File: src/rtl/spectrum_accum_ctrl.sv
// spectrum_accum_ctrl: read-modify-write bin accumulator with same-bin forwarding and clear sweep
// Ports: clk/rst_l (async active-low); in_valid/in_ready/in_bin/in_mag sample stream;
//   start_clear request, busy (DRAIN|CLEAR), clear_done pulse; SRAM read port 1
//   (sram_read_addr/sram_read_data) and write port (sram_we/sram_write_addr/sram_write_data);
//   sat_count saturation events, built only with `define SPECTRUM_ACCUM_SAT_COUNT_EN.
module spectrum_accum_ctrl #(
  parameter int NUM_WORDS  = 131072,
  parameter int WORD_WIDTH = 32,
  parameter int IN_WIDTH   = 16,
  parameter int ADDR_W     = $clog2(NUM_WORDS)
) (
  input  logic                  clk,
  input  logic                  rst_l,
  input  logic                  in_valid,
  output logic                  in_ready,
  input  logic [ADDR_W-1:0]     in_bin,
  input  logic [IN_WIDTH-1:0]   in_mag,
  input  logic                  start_clear,
  output logic                  busy,
  output logic                  clear_done,
  output logic [ADDR_W-1:0]     sram_read_addr,
  input  logic [WORD_WIDTH-1:0] sram_read_data,
  output logic                  sram_we,
  output logic [ADDR_W-1:0]     sram_write_addr,
  output logic [WORD_WIDTH-1:0] sram_write_data,
  output logic [15:0]           sat_count
);
  typedef enum logic [1:0] {IDLE, DRAIN, CLEAR} state_e;
  localparam logic [ADDR_W-1:0] LAST = ADDR_W'(NUM_WORDS - 1);
  state_e                state_q, state_d;
  logic                  s0_v_q, s0_v_d, s1_v_q, s1_v_d;
  logic [ADDR_W-1:0]     s0_bin_q, s0_bin_d, s1_bin_q, s1_bin_d;
  logic [IN_WIDTH-1:0]   s0_mag_q, s0_mag_d, s1_mag_q, s1_mag_d;
  logic [WORD_WIDTH-1:0] s1_old_q, s1_old_d;
  logic [ADDR_W-1:0]     clr_q, clr_d;
  logic                  done_q, done_d;
  logic                  hs, sat;
  logic [WORD_WIDTH:0]   wide;
  logic [WORD_WIDTH-1:0] sum;
  assign in_ready = rst_l && state_q == IDLE;
  assign hs = in_valid && in_ready;
  assign wide = {1'b0, s1_old_q} + (WORD_WIDTH + 1)'(s1_mag_q);
  assign sat = wide[WORD_WIDTH];
  assign sum = sat ? '1 : wide[WORD_WIDTH-1:0];
  assign sram_read_addr = s0_bin_q;
  assign sram_we = state_q == CLEAR || s1_v_q;
  assign sram_write_addr = state_q == CLEAR ? clr_q : s1_bin_q;
  assign sram_write_data = state_q == CLEAR ? '0 : sum;
  assign busy = state_q != IDLE;
  assign clear_done = done_q;
  always_comb begin
    state_d  = state_q;
    s0_v_d   = hs;
    s0_bin_d = hs ? in_bin : s0_bin_q;
    s0_mag_d = hs ? in_mag : s0_mag_q;
    s1_v_d   = s0_v_q;
    s1_bin_d = s0_bin_q;
    s1_mag_d = s0_mag_q;
    // the SRAM still holds the pre-update value while S1 writes the same bin, so take S1's sum
    s1_old_d = (s1_v_q && s1_bin_q == s0_bin_q) ? sum : sram_read_data;
    clr_d    = '0;
    done_d   = 1'b0;
    case (state_q)
      IDLE:  state_d = start_clear ? DRAIN : IDLE;
      DRAIN: state_d = (!s0_v_q && !s1_v_q) ? CLEAR : DRAIN;
      CLEAR: begin
        clr_d   = clr_q + ADDR_W'(1);
        state_d = clr_q == LAST ? IDLE : CLEAR;
        done_d  = clr_q == LAST;
      end
      default: state_d = IDLE;
    endcase
  end
  always_ff @(posedge clk or negedge rst_l) begin
    if (!rst_l) begin
      state_q  <= IDLE;
      s0_v_q   <= 1'b0;
      s1_v_q   <= 1'b0;
      s0_bin_q <= '0;
      s0_mag_q <= '0;
      s1_bin_q <= '0;
      s1_mag_q <= '0;
      s1_old_q <= '0;
      clr_q    <= '0;
      done_q   <= 1'b0;
    end else begin
      state_q  <= state_d;
      s0_v_q   <= s0_v_d;
      s1_v_q   <= s1_v_d;
      s0_bin_q <= s0_bin_d;
      s0_mag_q <= s0_mag_d;
      s1_bin_q <= s1_bin_d;
      s1_mag_q <= s1_mag_d;
      s1_old_q <= s1_old_d;
      clr_q    <= clr_d;
      done_q   <= done_d;
    end
  end
`ifdef SPECTRUM_ACCUM_SAT_COUNT_EN
  logic [15:0] sat_q, sat_d;
  always_comb begin
    sat_d = (state_q == IDLE && start_clear) ? '0 :
            (s1_v_q && sat && sat_q != 16'hFFFF) ? sat_q + 16'd1 : sat_q;
  end
  always_ff @(posedge clk or negedge rst_l) begin
    if (!rst_l) sat_q <= '0;
    else sat_q <= sat_d;
  end
  assign sat_count = sat_q;
`else
  assign sat_count = '0;
`endif
endmodule

File: config.mk
export PLATFORM = sky130hd
export DESIGN_NAME = spectrum_accum_ctrl
export DESIGN_NICKNAME = d
export VERILOG_FILES = /design/src/rtl/spectrum_accum_ctrl.sv
export SDC_FILE = /design/constraint.sdc
export NUM_CORES = 1
export LEC_CHECK = 0
export BUFFER_PORTS_ARGS = -buffer_cell sky130_fd_sc_hd__buf_4
export CAP_MARGIN = 20
export CORE_MARGIN = 5
export CORE_UTILIZATION = 54
export CTS_CLUSTER_DIAMETER = 50
export DETAILED_ROUTE_END_ITERATION = 8
export PLACE_DENSITY = 0.81
export SETUP_SLACK_MARGIN = 0.5
export SKIP_CTS_REPAIR_TIMING = 1
export SLEW_MARGIN = 20
export SYNTH_ARGS = -nofsm -noshare
export SYNTH_HDL_FRONTEND = slang
export SYNTH_SLANG_ARGS = --single-unit
File: constraint.sdc
create_clock -name clk -period 3.4 [get_ports clk]
set_input_delay 0.17 -clock clk [delete_from_list [all_inputs] [get_ports clk]]
set_output_delay 0.17 -clock clk [all_outputs]
set_load 0.005 [all_outputs]
==> impl_metrics.env <==
export IMPL_fmax_mhz=311
export IMPL_num_nets_final=926
export IMPL_clkSinkCount=120
export IMPL_fin_cells=994
export IMPL_grt_first_pass_wirelength_mm=25.8
export IMPL_die_height_um=117
export IMPL_cts_root_buf="clkbuf_16"
export IMPL_netlist_cell_type_count=52
export IMPL_finalHoldViolations=2
export IMPL_fp_coreArea_sq_um=11400
export IMPL_syn_avg_cell_area_sq_um=9.91
export IMPL_placement_io_buffers=138
export IMPL_worst_r2r_setup_slack_ps=580
export IMPL_path_class="flip-flop to primary output"
export IMPL_yosysWarnings=0
export IMPL_pwr_share_comb=0.476
export IMPL_r2r_cells=11
export IMPL_worstReg2RegStart="s1_old_q[0]$_DFF_PN0_"
export IMPL_fin_area_sq_um=8660
export IMPL_p_leak_nw=4.09
export IMPL_finalCritPeriodShare=0.947
export IMPL_synth_area_leaders="dfrtp_1 48%, mux2_2 6.0%, nand2_1 5.5%, nor2_1 4.3%, xnor2_1 4.1%"
export IMPL_num_rows=39
export IMPL_htreeDepth=4
export IMPL_synth_cells=629
export IMPL_io_pins=155
export IMPL_total_power_w=0.00760
export IMPL_track_usage=0.229
export IMPL_period_needed_ps=3220
export IMPL_hold_class="input port to flip-flop"
export IMPL_overflow=0
export IMPL_num_vias=5532
export IMPL_p_int_w=0.00473
export IMPL_hp_start="sram_read_data[2]"
export IMPL_cp_arrival_ps=3050
export IMPL_violations="negative hold slack"
export IMPL_areaGrowthSynthToFinish_pct=38.9
export IMPL_dp_hpwl_mm=11.4
export IMPL_clk_pin_slew_ps=60
export IMPL_drt_wl_total_mm=17.5
export IMPL_drt_initial_drc_count=403
export IMPL_hold_end="s1_old_q[2]$_DFF_PN0_"
export IMPL_cts_tree="done"
export IMPL_layout_drive_gt1_share=0.323
export IMPL_dpl_instance_area_sq_um=7330
export IMPL_antenna_left=0
export IMPL_routedWlPerCell_um=17.6
export IMPL_ys_ff_latch=120
export IMPL_fill_cells=725
export IMPL_ys_seq_area_frac=0.482
export IMPL_dieArea_sq_um=13800
export IMPL_finalSetupViolations=0
export IMPL_fp_dieW_um=117
export IMPL_syn_area_sq_um=6230
export IMPL_slew_limit_headroom=0.359
export IMPL_endpoint_kind="primary output"
export IMPL_dpl_cell_count=892
export IMPL_rsz0062_at_grt="yes"
export IMPL_clock_latency_ps=410
export IMPL_grt_pass1_vias=5302
export IMPL_synth_top_area_frac=0.482
export IMPL_n_antenna_cell=0
export IMPL_seqPwrFrac=0.298
export IMPL_outcome="finished, violations left"
export IMPL_vdd_drop_max_mv=0.996
export IMPL_cts_buffer_depth=2
export IMPL_worst_pin_slew_ps=955
export IMPL_maxSlewViolCount=0
export IMPL_start_kind="flip-flop"
export IMPL_skew_ps=7.90
export IMPL_clkPwrFrac=0.227
export IMPL_grt_max_degree=84
export IMPL_cp_max_fo=6
export IMPL_initial_core_util=0.548
export IMPL_r2r_end="s1_old_q[28]$_DFF_PN0_"
export IMPL_gp_congestion=0.923
export IMPL_vias_per_cell=5.57
export IMPL_critPathRequiredTime_ps=3230
export IMPL_p_switching_w=0.00287
export IMPL_hold_depth=3
export IMPL_yosysTopAreaCell="dfrtp_1"
export IMPL_antenna_found_initial=0
export IMPL_first_pass_iters=7
export IMPL_cellPowerDensity_nw_per_um2=878
export IMPL_sw_frac_of_total=0.378
export IMPL_drv_cap=0
export IMPL_hold_ws_ps=-18.0
export IMPL_cts_buffers=17
export IMPL_drc_errors=0
==> metal layers <==
metal / up-vias / share of wire / track usage
li1: 2540 / - / -
met3: 43 / 0.076 / 0.0804
met4: 0 / 0.026 / 0.0812
met2: 262 / 0.51 / 0.372
met1: 2687 / 0.39 / 0.282
met5: - / 0 / 0
==> critical path, stage by stage, from the launching register on <==
cell and delay (ps):
dfrtp_1 370, ha_2 200, fa_2 360, a21o_1 200
a221oi_4 370, buf_4 180, o22a_4 160, o21ai_4 110
nand4_1 180, mux2i_2 280, nor2_1 80, buf_4 140
==> cell type report <==
cell class                      instances  area [sq um]  share of cell area
Multi-Input combinational cell        473          3130               0.362
Inverter                               13          48.8             0.00564
Timing Repair Buffer                  213          1720               0.199
Tap cell                              143           179              0.0207
Sequential cell                       120          3000               0.347
Clock inverter                         14           141              0.0163
Clock buffer                           18           429              0.0496
==> worst max-delay path by stage <==
stage | startpoint | end | slack (ps)
2_1_floorplan | s1_mag_q[0]$_DFF_PN0_ | sram_write_data[12] | 780
5_1_grt | s1_old_q[0]$_DFF_PN0_ | sram_write_data[30] | 70
3_5_place_dp | s1_mag_q[0]$_DFF_PN0_ | sram_write_data[29] | 450
4_1_cts | s1_mag_q[0]$_DFF_PN0_ | sram_write_data[29] | -6
3_3_place_gp | s1_mag_q[0]$_DFF_PN0_ | sram_write_data[17] | 550
6_report | s1_old_q[0]$_DFF_PN0_ | sram_write_data[30] | 180
==> placed cells by master, fill, tap and decap left out, drive strengths merged, types with 5 or more instances in the layout <==
cell         count
buf            170
dfrtp          120
nand2           92
nor2            80
dlygate4sd3     43
a21oi           41
mux2            33
xnor2           29
o21ai           23
inv             19
ha              18
clkbuf          18
mux2i           18
xor2            17
nand4           16
conb            16
nand3           13
and3            12
and2            10
and4             7
nand2b           5
a21o             5
==> power by group through the flow <==
stage / Sequential, W / Combinational (W) / Clock [W]
after floorplan: 0.00216 / 0.00187 / 0
after global placement: 0.00225 / 0.00307 / 0
after detailed placement: 0.00228 / 0.00315 / 0
after CTS: 0.00226 / 0.00318 / 0.00174
after global routing: 0.00232 / 0.00393 / 0.00182
final: 0.00227 / 0.00362 / 0.00172
==> through the flow <==
stage                     worst slack (ps)  setup TNS, ps  utilization
final                                  181              0        0.762
after global routing                  71.1              0        0.762
after CTS                            -5.91          -5.91        0.695
after detailed placement               452              0        0.645
after global placement                 553              0        0.645
after floorplan                        775              0            -
==> Yosys cell counts, drive strengths merged <==
| library cell | instances |
|---|---|
| a221oi | 1 |
| a21oi | 41 |
| xor2 | 17 |
| mux2 | 33 |
| nor2 | 80 |
| nand4 | 16 |
| fa | 1 |
| nor3b | 1 |
| a21o | 5 |
| mux2i | 18 |
| conb | 1 |
| inv | 13 |
| and3 | 12 |
| a22oi | 1 |
| o211ai | 4 |
| o31ai | 1 |
| xnor2 | 29 |
| clkbuf | 17 |
| o21a | 3 |
| o22a | 2 |
| dfrtp | 120 |
| o21bai | 1 |
| a31oi | 4 |
| nor3 | 3 |
| or2 | 1 |
| nor2b | 4 |
| nor4bb | 1 |
| nor4 | 1 |
| o21ai | 22 |
| a21boi | 1 |
| ha | 18 |
| and4 | 6 |
| nand3 | 13 |
| a211oi | 3 |
| o22ai | 1 |
| nand2 | 92 |
| and2 | 10 |
| nand4b | 1 |
| or3 | 3 |
| buf | 23 |
| nand2b | 5 |
==> registers in the layout, summed over array words and instances (netlist names) <==
signal and cells:
s1_old_q 32, clr_q 17, s1_mag_q 16, state_q 2
s1_v_q 1, clear_done 1, s0_v_q 1, s1_bin_q 17
s0_mag_q 16, sram_read_addr 17
==> kinds of logic after synthesis <==
group / count (synthesis) / synth area share
multiplexers: 51 / 0.0885
flip-flops: 120 / 0.482
AO/OA/AOI/OAI: 90 / 0.0877
buffers and inverters: 53 / 0.0468
adder cells (fa/ha/maj): 19 / 0.0393
XOR/XNOR: 46 / 0.0646
other: 1 / 0.000602
AND/OR/NAND/NOR: 249 / 0.191
Power figures use the tool's default switching activity.
